### src/rtl/uart_tx_fsm.sv
// UART transmit framing FSM: emits start, serializer-driven payload, optional parity and stop bit.
// Payload bit counting lives in the external serializer; this block only follows its ser_flag.
module uart_tx_fsm #(
  parameter int unsigned data_width = 8
) (
  input  logic                  CLK,
  input  logic                  RST,
  input  logic                  data_valid,
  input  logic [data_width-1:0] p_data,
  input  logic                  par_en,
  input  logic                  par_typ,
  input  logic                  ser_data,
  input  logic                  ser_flag,
  output logic                  ser_load,
  output logic                  ser_en,
  output logic                  busy,
  output logic                  TX_OUT
);

  typedef enum logic [2:0] {
    IDLE   = 3'd0,
    START  = 3'd1,
    DATA   = 3'd2,
    PARITY = 3'd3,
    STOP   = 3'd4
  } state_t;

  state_t state;
  logic   par_bit;
  logic   par_en_q;

  // Frame attributes are captured only on acceptance so an in-flight frame is immutable.
  always_ff @(posedge CLK or posedge RST) begin
    if (RST) begin
      state    <= IDLE;
      par_bit  <= 1'b0;
      par_en_q <= 1'b0;
    end else begin
      case (state)
        IDLE: begin
          if (data_valid) begin
            par_en_q <= par_en;
            par_bit  <= par_typ ? ~^p_data : ^p_data;
            state    <= START;
          end
        end
        START:   state <= DATA;
        DATA: begin
          if (!ser_flag) state <= par_en_q ? PARITY : STOP;
        end
        PARITY:  state <= STOP;
        STOP:    state <= IDLE;
        default: state <= IDLE;
      endcase
    end
  end

  // Line and serializer controls decode from state only; reset lands here via the state register.
  always_comb begin
    TX_OUT   = 1'b1;
    busy     = 1'b0;
    ser_load = 1'b1;
    ser_en   = 1'b0;
    case (state)
      START: begin
        TX_OUT   = 1'b0;
        busy     = 1'b1;
        ser_load = 1'b0;
        ser_en   = 1'b1;
      end
      DATA: begin
        TX_OUT   = ser_data;
        busy     = 1'b1;
        ser_load = 1'b0;
        ser_en   = ser_flag;
      end
      PARITY: begin
        TX_OUT   = par_bit;
        busy     = 1'b1;
        ser_load = 1'b0;
      end
      STOP: begin
        busy     = 1'b1;
        ser_load = 1'b0;
      end
      default: begin
        TX_OUT   = 1'b1;
        busy     = 1'b0;
        ser_load = 1'b1;
        ser_en   = 1'b0;
      end
    endcase
  end

endmodule

### config.mk
export PLATFORM = sky130hd
export DESIGN_NAME = uart_tx_fsm
export DESIGN_NICKNAME = d
export VERILOG_FILES = /design/src/rtl/uart_tx_fsm.sv
export SDC_FILE = /design/constraint.sdc
export NUM_CORES = 1
export LEC_CHECK = 0
export ABC_AREA = 0
export BUFFER_PORTS_ARGS = -buffer_cell sky130_fd_sc_hd__clkbuf_2
export CAP_MARGIN = 20
export CORE_AREA = 2 2 39 41
export DETAILED_ROUTE_END_ITERATION = 10
export DIE_AREA = 0 0 41 43
export PLACE_DENSITY = 0.56
export SYNTH_ARGS = -nofsm -noshare
export SYNTH_HDL_FRONTEND = slang
export SYNTH_SLANG_ARGS = --single-unit
### constraint.sdc
create_clock -name CLK -period 1.78 [get_ports CLK]
set_input_delay 0.445 -clock CLK [delete_from_list [all_inputs] [get_ports CLK]]
set_output_delay 0.445 -clock CLK [all_outputs]
set_load 0.01 [all_outputs]
Word level (Yosys, flattened, before mapping)

Index checks and enable logic that the tools add are counted.

Eq/ne operators: 6
Mux-type cells: 9
Reduce and logical (&&, ||, !) cells: 6

Operator list:

| cell               | number |
|---|---|
| $pmux 3 s4         | 1 |
| $mux 3             | 3 |
| $reduce_xnor 8->1  | 1 |
| $reduce_xor 8->1   | 1 |
| $eq 3x2->1 const B | 2 |
| $ne 2x2->1 const B | 2 |
| $reduce_and 2->1   | 2 |
| $reduce_or 4->1    | 1 |
| $eq 3x1->1 const B | 1 |
| $eq 3x3->1 const B | 1 |
| $logic_not 3->1    | 1 |
| $mux 1             | 3 |
| $pmux 1 s3         | 1 |
| $pmux 1 s2         | 1 |

Bits in registers: 5
Output and inout bits: 4
Logic and storage cells: 24

Depth between registers and ports, before layout

Depth in word-level cells: 3
Depth in mapped cells: 4
Depth with buffers taken out: 4

Least setup slack after synthesis

OpenSTA, ideal clock, no wires.

Path kind: in2reg
Start point: in p_data[2]
End point: reg par_bit
Setup time: 0.125 ns
Arrival: 1.351 ns
Data required time: 1.655 ns
Path slack: 0.304 ns
Stages: 4
Path through: xnor2_1 -> xnor3_1 -> xnor2_1 -> mux2_4

Word-level cells in the longest chain between the ends: 2
Elaborated cells on any way between the ends: 3

Ends and longest elaborated chain:

| item                                                  | RTL line | source |
|---|---|---|
| from (decl)                                           | 9        | `input logic [data_width-1:0] p_data,` |
| $reduce_xor 8->1 or $reduce_xnor 8->1 (tied branches) | 43       | `par_bit <= par_typ ? ~^p_data : ^p_data;` |
| $mux 1 *                                              | 43       |  |
| to (signal assigned)                                  | 43       |  |
| to (decl)                                             | 29       | `logic par_bit;` |

Mark *: on every way between the ends. The rest lies on a longest branch, timed or not.
A chain may end at the register's enable or synchronous reset.

Worst setup path in the final report

Start point: reg state[0]
End point: out TX_OUT

Word-level cells in the longest chain between the ends: 2
Elaborated cells on any way between the ends: 4

Ends and longest elaborated chain:

| item                                     | RTL line | source |
|---|---|---|
| from (decl)                              | 28       | `state_t state;` |
| from (signal assigned)                   | 49       | `if (!ser_flag) state <= par_en_q ? PARITY : STOP;` |
| $eq 3x2->1 or $eq 3x1->1 (tied branches) | 64       | `case (state)` |
| $pmux 1 s3 *                             | 64       |  |
| to (decl)                                | 17       | `output logic TX_OUT` |

Marks and branches as above.

==> results.cfg <==
[worst_hold_path]
hp-class = primary input to async pin

[global_route]
antenna_found_initial = 0
grt_pass1_wl_um = 1255
grtUsageTotal_pct = 11.11
grt_pass1_vias = 315
grt_start_max_net_pins = 8
grt-ovfl-total = 0

[cts]
hold_buffers = 0
cts_tree = built
clk_path_buf_depth = 2
cts.sinks = 5
clock-root-buffer = clkbuf_4
cts_buffers = 3
clk_pin_slew_worst_paths_ps = 50
worstSkewPairLatency_ps = 240
htreeDepth = 1

[run_status]
outcome = completed

[layout]
antenna_cells = 0
syn2layout_area_growth_pct = 44.06
final_design_area_no_fill_um2 = 515.5
layout-drive-gt1-share_pct = 49.15
fin_nets = 75
utilization_pct = 37.25

[sta]
drv_slew = 0
post-route-period-util_pct = 95.89
finalSetupViolCount = 0
rsz0062_at_grt = yes
fmax_ghz = 0.5859
skew_ps = 3.285
finalSetupTns_ps = 0
slew_headroom_pct = 77.10
hold_violations = 0
worst_pin_slew_ps = 340.9
min_period_ps = 1707
whs_ps = 77.38

[worst_setup_path]
max_stage_delay_ps = 440
crit_type = flip-flop to output pin
path_cells = nor2b_2, a22oi_1, or2_1, clkbuf_2
crit_slowest_cell = dfrtp_2
crit_path_end_kind = output pin
critPathMaxFanout = 6
arrival_ps = 1260
required_ps = 1330
crit_path_start_kind = flip-flop

[detailed_routing]
via_per_inst = 4.187
drt-wirelength-per-cell_um = 9.267
firstDrtPassIters = 2
wl_um = 695
drtIter0Drc = 2
antenna_left = 0
vias = 314
post-route-drc-count = 0

[yosys]
avgSynthCellArea_um2 = 9.940
yosys_warnings = 0
synth_area_leaders = dfrtp_1, xnor2_2, xnor2_1, xnor3_1, xor2_1
synth_cell_types = 18
ys_seq_elements = 5
seq_area_frac_synth_pct = 34.97
synth_nets = 51
synth_area_um2 = 357.8
synth.largest_area_cell = dfrtp_1
synth_top_area_share_pct = 34.97
synthCells = 36

[power]
ir_worst_vdd_mv = 0.5771
p_leak_uw = 0.0002688
p_per_area_mw_per_mm2 = 1503
power_uw = 774.8

[placed_design]
io_buffers = 18
hpwl_um = 557.7
dpl-instance-area_um2 = 475.5
gp_congestion = 0.6576

[floorplan]
start_util_pct = 25.86
die_area_mm2 = 0.001763
fp.coreArea_mm2 = 0.001384
std_cell_rows = 14
die_h_um = 43
die_w_um = 41
num_io_pins = 19

[flow_run]
cap_violations = 0
[cell type report]
cell class	instances	area, µm²
clock buffer	4	26.28
fill	157	868.3
inverter	4	15.01
multi-input combinational	27	230.2
sequential	5	126.4
tap	16	20.02
timing repair buffer	19	97.59
[Yosys cell counts]
cell type and instances:
a21oi_1 3, or2_1 2, nand2b_1 2, dfrtp_1 5, xnor2_2 2, nor2b_1 1
a211oi_1 1, mux2_1 1, xnor2_1 3, inv_1 4, xnor3_1 1, a22oi_1 1
nand3b_1 1, nor3_1 1, nand2_1 1, nor2_1 4, mux2_4 1, xor2_1 2
[layer usage]
layer	vias to the layer above	wire (µm)	track usage (%)
li1	164	-	-
met1	143	309	14.75
met2	7	348	13.75
met3	0	37	4.712
met4	0	0	8.000
met5	-	0	0
[through the flow]
stage	worst slack (ps)	instances
2_1_floorplan	304.3	36
3_3_place_gp	189.0	71
3_5_place_dp	173.0	71
4_1_cts	40.31	75
5_1_grt	-6.353	75
6_report	73.21	75
[power breakdown]
part / internal [µW] / switching [µW] / leakage (µW)
Clock: 84.7 / 46.4 / 0.0000150
Sequential: 170 / 61.6 / 0.0000612
Combinational: 217 / 195 / 0.000193
Total: 472 / 303 / 0.000269
[final timing paths]
check / end / slack (ps) / depth (start not counted) / start
setup / recovery: TX_OUT / 70 / 4 / state[0]$_DFFE_PP0P_
hold / removal: state[2]$_DFFE_PP0P_ / 80 / 2 / RST
setup reg to reg: par_en_q$_DFFE_PP0P_ / 330 / 4 / state[1]$_DFFE_PP0P_
hold reg to reg: par_en_q$_DFFE_PP0P_ / 530 / 1 / par_en_q$_DFFE_PP0P_
max in group asynchronous: state[0]$_DFFE_PP0P_ / 1510 / 2 / RST
min in group CLK: par_en_q$_DFFE_PP0P_ / 430 / 2 / par_en
[cells by family after synthesis]
logic type	after synthesis	share of synthesized area [%]
multiplexers	2	7.341
flip-flops	5	34.97
buffers and inverters	4	4.195
AND/OR/NAND/NOR	12	17.48
XOR/XNOR	8	27.62
AO/OA/AOI/OAI	5	8.392
[cells in the final DEF, fill, tap and decap left out, drive strengths merged]
master,instances
dfrtp,5
nor3,1
inv,4
a21oi,3
a211oi,1
nand2,1
xnor3,1
a22oi,1
nand3b,1
xnor2,5
mux2,2
xor2,2
nor2b,1
clkbuf,22
nor2,4
buf,1
or2,2
nand2b,2
[repair_timing]
item,4_1_cts,5_1_grt
gates resized for setup,1,3
endpoints found under the setup margin,1,3
buffers inserted,0,0
[worst max-delay path, delay by kind of cell, from the launching register on]
kind | cells | cell delay (ps)
AO/OA/AOI/OAI | 1 | 90
flip-flops | 1 | 440
buffers and inverters | 1 | 120
AND/OR/NAND/NOR | 2 | 360
[flip-flops by register name, summed over array words and instances (netlist names)]
register  cells
state         3
par_en_q      1
par_bit       1
Note: power is estimated with default switching activity, not from simulation.
